<file path="config.mk">
export PLATFORM = sky130hd
export DESIGN_NAME = instr_decode_stage
export DESIGN_NICKNAME = d
export VERILOG_FILES = /design/src/rtl/decode_pkg.sv /design/src/rtl/instr_fields.sv /design/src/rtl/instr_decode_stage.sv
export SDC_FILE = /design/constraint.sdc
export NUM_CORES = 1
export LEC_CHECK = 0
export CAP_MARGIN = 0
export CORE_UTILIZATION = 29
export CTS_CLUSTER_DIAMETER = 30
export DETAILED_ROUTE_END_ITERATION = 8
export MAX_ROUTING_LAYER = met4
export PLACE_DENSITY = 0.55
export SLEW_MARGIN = 15
export SYNTH_ARGS = -nofsm -noshare
export SYNTH_HDL_FRONTEND = slang
export SYNTH_SLANG_ARGS = --single-unit
</file>
<file path="constraint.sdc">
create_clock -name clk -period 1.9 [get_ports clk]
set_input_delay 0.38 -clock clk [delete_from_list [all_inputs] [get_ports clk]]
set_output_delay 0.38 -clock clk [all_outputs]
set_load 0.05 [all_outputs]
</file>
<file path="src/rtl/decode_pkg.sv">
// Shared opcode constants, format encoding and the fixed-width part of a decoded entry
// for the registered MIPS instruction decode stage.
package decode_pkg;

  localparam logic [5:0] OP_RTYPE = 6'd0;
  localparam logic [5:0] OP_J     = 6'd2;
  localparam logic [5:0] OP_JAL   = 6'd3;
  localparam logic [5:0] OP_BEQ   = 6'd4;
  localparam logic [5:0] OP_BNE   = 6'd5;
  localparam logic [5:0] OP_ADDI  = 6'd8;
  localparam logic [5:0] OP_ADDIU = 6'd9;
  localparam logic [5:0] OP_SLTI  = 6'd10;
  localparam logic [5:0] OP_SLTIU = 6'd11;
  localparam logic [5:0] OP_ANDI  = 6'd12;
  localparam logic [5:0] OP_ORI   = 6'd13;
  localparam logic [5:0] OP_XORI  = 6'd14;
  localparam logic [5:0] OP_LUI   = 6'd15;
  localparam logic [5:0] OP_LW    = 6'd35;
  localparam logic [5:0] OP_SW    = 6'd43;

  localparam logic [1:0] FMT_R   = 2'd0;
  localparam logic [1:0] FMT_I   = 2'd1;
  localparam logic [1:0] FMT_J   = 2'd2;
  localparam logic [1:0] FMT_ILL = 2'd3;

  // Width-independent fields; imm_ext, jtarget and pc ride alongside in the top's entry
  typedef struct packed {
    logic [5:0] op;
    logic [4:0] rs;
    logic [4:0] rt;
    logic [4:0] rd;
    logic [4:0] shamt;
    logic [5:0] funct;
    logic [1:0] fmt;
    logic       illegal;
  } decoded_t;

  function automatic logic [1:0] op_fmt(input logic [5:0] op);
    case (op)
      OP_RTYPE:                 op_fmt = FMT_R;
      OP_J, OP_JAL:             op_fmt = FMT_J;
      OP_BEQ, OP_BNE, OP_ADDI, OP_ADDIU, OP_SLTI, OP_SLTIU,
      OP_ANDI, OP_ORI, OP_XORI, OP_LUI, OP_LW, OP_SW:
                                op_fmt = FMT_I;
      default:                  op_fmt = FMT_ILL;
    endcase
  endfunction

endpackage

</file>
<file path="src/rtl/instr_fields.sv">
// Combinational word+PC decoder: raw fields, format class, extended immediate and
// jump target for one instruction.
module instr_fields
  import decode_pkg::*;
#(
  parameter int DATA_W = 32,
  parameter int PC_W   = 32
) (
  input  logic [31:0]       instr,
  input  logic [PC_W-1:0]   pc,
  output decoded_t          fields,
  output logic [DATA_W-1:0] imm_ext,
  output logic [PC_W-1:0]   jtarget
);

  logic [15:0]        imm;
  logic signed [31:0] lui_val;

  always_comb begin
    fields.op      = instr[31:26];
    fields.rs      = instr[25:21];
    fields.rt      = instr[20:16];
    fields.rd      = instr[15:11];
    fields.shamt   = instr[10:6];
    fields.funct   = instr[5:0];
    fields.fmt     = op_fmt(instr[31:26]);
    fields.illegal = (op_fmt(instr[31:26]) == FMT_ILL);
  end

  always_comb begin
    imm     = instr[15:0];
    lui_val = {imm, 16'h0000};
    case (instr[31:26])
      OP_ANDI, OP_ORI, OP_XORI: imm_ext = DATA_W'(imm);
      OP_LUI:                   imm_ext = DATA_W'(lui_val);
      default:                  imm_ext = DATA_W'($signed(imm));
    endcase
  end

  // Upper PC bits come from pc+4 (wrapping); the low 28 bits are the word index.
  always_comb begin
    jtarget       = pc + PC_W'(4);
    jtarget[27:0] = {instr[25:0], 2'b00};
  end

endmodule

</file>
<file path="src/rtl/instr_decode_stage.sv">
// Registered decode stage with a main entry and one skid entry so in_ready is a flop.
// state | meaning
// EMPTY | no entries held
// ONE   | main entry full
// TWO   | main and skid entries full
module instr_decode_stage
  import decode_pkg::*;
#(
  parameter int DATA_W = 32,
  parameter int PC_W   = 32
) (
  input  logic              clk,
  input  logic              reset,
  input  logic              flush,
  input  logic              in_valid,
  output logic              in_ready,
  input  logic [31:0]       in_instr,
  input  logic [PC_W-1:0]   in_pc,
  output logic              out_valid,
  input  logic              out_ready,
  output logic [5:0]        op,
  output logic [4:0]        rs,
  output logic [4:0]        rt,
  output logic [4:0]        rd,
  output logic [4:0]        shamt,
  output logic [5:0]        funct,
  output logic [DATA_W-1:0] imm_ext,
  output logic [PC_W-1:0]   jtarget,
  output logic [1:0]        fmt,
  output logic              illegal,
  output logic [PC_W-1:0]   out_pc
);

  localparam logic [1:0] ST_EMPTY = 2'd0;
  localparam logic [1:0] ST_ONE   = 2'd1;
  localparam logic [1:0] ST_TWO   = 2'd2;

  typedef struct packed {
    decoded_t          fld;
    logic [DATA_W-1:0] imm_ext;
    logic [PC_W-1:0]   jtarget;
    logic [PC_W-1:0]   pc;
  } entry_t;

  logic [1:0] state, state_nxt;
  entry_t     main_q, skid_q, in_entry;
  logic       in_xfer, out_xfer;
  logic       load_main_in, load_main_skid, load_skid;

  instr_fields #(.DATA_W(DATA_W), .PC_W(PC_W)) u_fields (
    .instr   (in_instr),
    .pc      (in_pc),
    .fields  (in_entry.fld),
    .imm_ext (in_entry.imm_ext),
    .jtarget (in_entry.jtarget)
  );
  assign in_entry.pc = in_pc;

  assign out_valid = (state != ST_EMPTY);
  assign in_xfer   = in_valid & in_ready;
  assign out_xfer  = out_valid & out_ready;

  always_comb begin
    state_nxt      = state;
    load_main_in   = 1'b0;
    load_main_skid = 1'b0;
    load_skid      = 1'b0;
    case (state)
      ST_EMPTY: if (in_xfer) begin
        state_nxt    = ST_ONE;
        load_main_in = 1'b1;
      end
      ST_ONE: begin
        if (in_xfer && out_xfer) begin
          load_main_in = 1'b1;
        end else if (in_xfer) begin
          state_nxt = ST_TWO;
          load_skid = 1'b1;
        end else if (out_xfer) begin
          state_nxt = ST_EMPTY;
        end
      end
      ST_TWO: if (out_xfer) begin
        state_nxt      = ST_ONE;
        load_main_skid = 1'b1;
      end
      default: state_nxt = ST_EMPTY;
    endcase
  end

  always_ff @(posedge clk) begin
    if (reset) begin
      state    <= ST_EMPTY;
      in_ready <= 1'b0;
      main_q   <= '0;
      skid_q   <= '0;
    end else if (flush) begin
      state    <= ST_EMPTY;
      in_ready <= 1'b1;
    end else begin
      state    <= state_nxt;
      in_ready <= (state_nxt != ST_TWO);
      if (load_main_in)   main_q <= in_entry;
      if (load_main_skid) main_q <= skid_q;
      if (load_skid)      skid_q <= in_entry;
    end
  end

  assign op      = main_q.fld.op;
  assign rs      = main_q.fld.rs;
  assign rt      = main_q.fld.rt;
  assign rd      = main_q.fld.rd;
  assign shamt   = main_q.fld.shamt;
  assign funct   = main_q.fld.funct;
  assign fmt     = main_q.fld.fmt;
  assign illegal = main_q.fld.illegal;
  assign imm_ext = main_q.imm_ext;
  assign jtarget = main_q.jtarget;
  assign out_pc  = main_q.pc;

endmodule

</file>
==> summary.md, run 1 <==
| Metric | Value |
|---|---|
| Critical-path maximum fanout | `2` |
| # setup viols final | `0` |
| Final Critical Period | `1.85 ns` |
| Final ANT Viol Nets | `0` |
| Fillers | `2914` |
| Slew Viols, Final | `0` |
| Sink Count | `roughly 210` |
| Fraction of registers with async set/reset | `0` |
| Crit path buffers/inverters | `1` |
| Nets | `1405` |
| Endpoint class of the critical path | `primary output` |
| Post-route DRC | `0` |
| Critical path's slowest cell | `dlygate4sd2_1` |
| Most frequent cells in the layout | `nand2_1, dfxtp_1, nor2_1, a21oi_1, buf_4` |
| Synth Register Bits | `209` |
| Most common cell after layout, fill and taps aside | `nand2_1` |
| Starting density of the core | `0.294` |
| Dpl cell area | `about 12000 um^2` |
| Family with the most delay on the worst path | `buffers and inverters` |
| CP Launch Type | `register` |
| First-pass GRT wire length | `roughly 43 mm` |
| Placer Congestion | `a little under 0.8` |
| Share of the synthesized area in the top cell type | `0.480` |
| Leak Pwr | `5.42 nW` |
| RSZ-0062 raised after global routing | `false` |
| P per Cell Area | `1210 nW/um^2` |
| EDFF count, synth | `0` |
| Vias per inst | `4.85` |
| Pin count of the biggest net entering global routing | `76` |
| Detailed-route via count | `between 8000 and 9000` |
| Clock-pin slew on the worst setup and hold paths | `0.04 ns` |
| CTS tree | `built` |
| WP data required | `1.52 ns` |
| Die W | `~180 um` |
| Yosys top cell by area | `dfxtp_1` |
| Row Count | `63` |
| Fin Hold WS | `0.247 ns` |
| Run status | `complete, no violations` |
| Gr usage total | `0.177` |
| Seq/Total Area, Yosys | `0.480` |
| Root buffer cell | `clkbuf_16` |
| Dominant register cell in the synthesized netlist | `dfxtp_1` |
| Core ar. | `29600 um^2` |
| Total design power | `between 15 and 20 mW` |
| Max Root-Sink Buffers | `3` |
| Skew final | `0.0235 ns` |
| Worst-Skew Late Latency | `0.56 ns` |
| Num CTS Buffers | `55` |
| IO buf count | `just under 200` |
| Number of max-cap violations | `0` |
| HP Class | `input port to register` |
| Reg2Reg Setup Slack | `0.23 ns` |
| Crit-path cells | `dlygate4sd2_1` |
| Grt ovf | `0` |
| Ports | `202` |
| Hold buffers post-CTS | `0` |
| Layout Cells excl Fill | `roughly 1800` |
| Actual slew at the worst max-slew pin | `0.523 ns` |
| DR WL/cell | `15.2 um` |
| CTS resizes | `87` |
| Mapped cell area | `8720 um^2` |
| Dpl hpwl | `17.5 mm` |
| Antenna violations before repair | `1` |
| Die Span Y | `175 um` |
| Syn Area/Cell | `7.87 um^2` |
| Mapped Cells | `1109` |
| Crit-path max cell delay | `about 0.55 ns` |
| TritonRoute pass-1 iters | `5` |
| Number of global-route vias before repair | `8081` |
| Synth cell types | `44` |
| Tcrit/Tclk final | `0.971` |
| Share of layout cells above drive strength 1 | `0.179` |
| Top post-synthesis cells by area | `dfxtp_1, nand2_1, a311oi_1` |
| H-tree Lvls | `2` |
| CP Class | `register to primary output` |
| DRC marker count from the first detailed-route iteration | `575` |
| Ys Warns | `0` |
| Max Clk Rate | `542 MHz` |
| Area of the die | `30800 um^2` |
| Post-CTS setup repair buffer count | `0` |
| Final Hold Fails | `0` |
| Placed cell count | `1669` |
| DRT Wirelength | `27.0 mm` |
| Slew Limit Headroom | `0.653` |
| Crit path arrival time | `between 1 and 1.5 ns` |
| Area growth, synth to finish | `55.0%` |
| Cell area after layout | `between 10000 and 15000 um^2` |
| VDD IR max | `665 uV` |
per-stage QoR:
stage | setup slack [ns] | setup TNS, ns | utilization
finish | 0.0545 | 0 | 0.456
global route | 0.000799 | 0 | 0.456
CTS | 0.00332 | 0 | 0.456
detailed placement | -0.331 | -53.14 | 0.391
global placement | -0.311 | -45.93 | 0.391
floorplan | 0.154 | 0 | -
flip-flops by register name, indices dropped and copies added (netlist names):
register	cells
fmt	2
funct	5
illegal	1
imm_ext	32
in_ready	1
jtarget	9
op	6
out_pc	32
rd	4
rs	4
rt	4
shamt	4
skid_q	103
state	2
layer usage:
metal	vias to the layer above	wire (um)	global-route usage
met5	-	0	-
met4	0	465	0.0536
met3	50	2110	0.0446
met2	302	11900	0.266
met1	3973	12500	0.233
li1	4274	-	-
where the power goes:
group / total, mW / switching, mW / internal [mW] / leakage (nW)
clock network: 10.0 / 2.83 / 7.18 / 0.967
logic: 1.73 / 1.14 / 0.587 / 2.76
registers: 4.66 / 0.105 / 4.55 / 1.70
synth_stat cells, drive strengths merged (2+ instances only):
library cell and instances:
a211oi 22, a21oi 118, a311oi 81, nand4 6, nand2b 4, dfxtp 209, nor2 124, and3 3
o21ai 4, a211o 15, and4 3, o311ai 2, a21o 2, xor2 3, o31ai 2, nand3b 4
nand4b 3, nand2 314, and2 2, buf 73, clkbuf 53, inv 3, nand3 36, a31oi 2
nor3 7
kinds of logic (layout without fill, tap and decap cells):
group           Yosys count  after routing  synth area share
buf+inv                 129            401            0.0760
compound gates          253            253             0.198
mux                       1              1           0.00115
simple gates            513            513             0.242
xor+xnor                  3              3           0.00301
other cells               1              3          0.000430
flops                   209            209             0.480
final cells by class:
type                    instances  area (um^2)  share of cell area
clock inverters                35          541              0.0400
well taps                     390          488              0.0361
flip-flops and latches        209         4190               0.310
inverters                       3         11.3            0.000833
diodes                          1         2.50            0.000185
repair buffers                295         2890               0.213
clock buffers                  68         1500               0.111
multi-input cells             772         3910               0.289
final timing paths:
check	startpoint	to	cells after the start
max	out_pc[31]	out_pc[31]	1
min	reset	skid_q[16]	2
max reg2reg	state[1]	imm_ext[1]	6
min reg2reg	skid_q[113]	skid_q[113]	2
Power figures use the tool's default switching activity.
==> run 2: changes to the inputs <==
--- a/config.mk
+++ b/config.mk
@@ -5,9 +5,9 @@
 export SDC_FILE = /design/constraint.sdc
 export NUM_CORES = 1
 export LEC_CHECK = 0
+export ABC_AREA = 1
 export CAP_MARGIN = 0
 export CORE_UTILIZATION = 29
-export CTS_CLUSTER_DIAMETER = 30
 export DETAILED_ROUTE_END_ITERATION = 8
 export MAX_ROUTING_LAYER = met4
 export PLACE_DENSITY = 0.55
==> run 2 against run 1 <==
Largest cell class unchanged. Via count is 0.26% higher. Count of clock-buffer cells in the layout down 35. Combinational power fell by 12%. Critical path depth is the same. Total power shrank 35%. Sequential cell count unchanged. Synthesized area is 3.4% higher.
==> summary.md, run 2 <==
| Metric | Value |
|---|---|
| Run status | `complete, no violations` |
| Syn Area/Cell | `7.14 um^2` |
| First-pass GRT wire length | `42.4 mm` |
| CP Launch Type | `register` |
| CTS tree | `built` |
| Dominant register cell in the synthesized netlist | `dfxtp_1` |
| Mapped Cells | `1264` |
| Final ANT Viol Nets | `0` |
| P per Cell Area | `875 nW/um^2` |
| Max Root-Sink Buffers | `3` |
| Most frequent cells in the layout | `o21ai_0, dfxtp_1, nor2_1, nand2_1, a21oi_1` |
| Ys Warns | `0` |
| Mapped cell area | `9020 um^2` |
| Largest Register | `skid_q` |
| Pin count of the biggest net entering global routing | `a little over 70` |
| Family with the most delay on the worst path | `buffers and inverters` |
| Top post-synthesis cells by area | `dfxtp_1, o21ai_0, a21oi_1` |
| VDD IR max | `just under 600 uV` |
| Synth Register Bits | `approximately 210` |
| IO buf count | `199` |
| Share of layout cells above drive strength 1 | `0.131` |
| Diodes inserted | `0` |
| End-of-flow core utilization | `0.398` |
| WP data required | `1.52 ns` |
| Detailed-route via count | `around 8600` |
| Critical-path maximum fanout | `2` |
| Critical path's slowest cell | `dlygate4sd2_1` |
| Hold buffers post-CTS | `0` |
| DRT Wirelength | `26.9 mm` |
| Max Clk Rate | `558 MHz` |
| DR WL/cell | `14.5 um` |
| Seq/Total Area, Yosys | `0.464` |
| Nets | `1512` |
| HP Class | `input port to register` |
| Slew Limit Headroom | `0.660` |
| Area of the die | `31800 um^2` |
| Slew Viols, Final | `0` |
| Actual slew at the worst max-slew pin | `0.512 ns` |
| TritonRoute pass-1 iters | `5` |
| Layout Cells excl Fill | `1855` |
| Num CTS Buffers | `24` |
| Row Count | `64` |
| Fin Hold WS | `0.257 ns` |
| Leak Pwr | `5.23 nW` |
| Core ar. | `between 30000 and 40000 um^2` |
| Area growth, synth to finish | `35.0%` |
| EDFF count, synth | `0` |
| Sink Count | `209` |
| Cell with the most instances after synthesis | `o21ai_0` |
| Crit-path max cell delay | `~0.55 ns` |
| Post-CTS setup repair buffer count | `0` |
| Gr usage total | `0.172` |
| Yosys top cell by area | `dfxtp_1` |
| Share of the synthesized area in the top cell type | `0.464` |
| Number of global-route vias before repair | `7789` |
| # setup viols final | `0` |
| Fraction of registers with async set/reset | `0` |
| Most common cell after layout, fill and taps aside | `o21ai_0` |
| Final Critical Period | `1.79 ns` |
| Post-route DRC | `0` |
| Grt peak-use layer | `met2` |
| Grt ovf | `0` |
| WP depth | `1` |
| CTS resizes | `66` |
| Placer Congestion | `0.829` |
| Met2 GRT Util | `0.261` |
| Crit path buffers/inverters | `1` |
| Endpoint class of the critical path | `primary output` |
| Post-synth top cells | `o21ai_0, dfxtp_1, nor2_1` |
| Crit-path cells | `dlygate4sd2_1` |
| Crit path arrival time | `about 1.4 ns` |
| Flip-flop count of the largest register after layout | `103` |
| Hold Crit Depth | `4` |
| DRC marker count from the first detailed-route iteration | `570` |
| Die Span Y | `178 um` |
| Met1 GRT Util | `0.240` |
| Skew final | `0.0166 ns` |
| Vias per inst | `around 4.6` |
| Final Hold Fails | `0` |
| Reg2reg path depth | `8` |
| H-tree Lvls | `1` |
| Ports | `202` |
| CP Class | `register to primary output` |
| Number of max-cap violations | `0` |
| Met3 Resource Use GR | `0.0249` |
| Worst-Skew Late Latency | `slightly above 0.5 ns` |
| Reg2Reg Setup Slack | `0.33 ns` |
| Clock-pin slew on the worst setup and hold paths | `0.06 ns` |
| Starting density of the core | `0.295` |
| Synth cell types | `26` |
| Fillers | `between 3000 and 4000` |
| Antenna violations before repair | `0` |
| Dpl hpwl | `roughly 19 mm` |
| Tcrit/Tclk final | `0.943` |
| RSZ-0062 raised after global routing | `false` |
| Placed cell count | `1813` |
| Die W | `178 um` |
| Root buffer cell | `clkbuf_16` |
run 2: cell types whose count changed after synthesis, moves of 42 or more:
cell      delta
nor2_1      +71
inv_1       +92
nand2_1    -125
a21oi_1     +42
a311oi_1    -81
o21ai_0    +220
run 2: final timing paths:
path,startpoint,end
max,fmt[0],fmt[0]
min,reset,skid_q[82]
max reg2reg,state[1],op[4]
min reg2reg,skid_q[29],skid_q[29]
run 2: kinds of logic (layout without fill, tap and decap cells):
group / count (synthesis) / count (layout) / synth area share
compound gates: 437 / 437 / 0.252
simple gates: 398 / 398 / 0.170
buf+inv: 219 / 413 / 0.113
flops: 209 / 209 / 0.464
other cells: 1 / 2 / 0.000416
run 2: cell type report:
cell class              count  area (um^2)  share of cell area
flip-flops and latches    209         4180               0.344
multi-input cells         837         3840               0.315
repair buffers            274         2510               0.206
clock buffers              33          706              0.0580
well taps                 396          495              0.0407
inverters                  97          369              0.0303
clock inverters             9         72.6             0.00596
run 2: routing by layer:
metal	wire, um	part of all wire
met1	13300	0.50
met4	490	0.018
met2	11800	0.44
met3	1310	0.048
met5	0	0
run 2: report_power, final:
group / total, mW / switching, mW / leakage [nW] / internal, mW
logic: 1.52 / 1.01 / 3.14 / 0.512
registers: 4.58 / 0.0735 / 1.70 / 4.51
clock network: 4.55 / 1.84 / 0.389 / 2.72
run 2: metrics by stage:
stage                     worst slack, ns  setup TNS, ns  cell area [um^2]  power, mW
final                               0.108              0             12200       10.7
after global routing               0.0482              0             12200       11.1
after CTS                          0.0783              0             12200       10.8
after detailed placement           -0.368         -27.60             11500       6.26
after global placement             -0.336         -19.46             11500       6.25
after floorplan                     0.220              0              9020       5.64
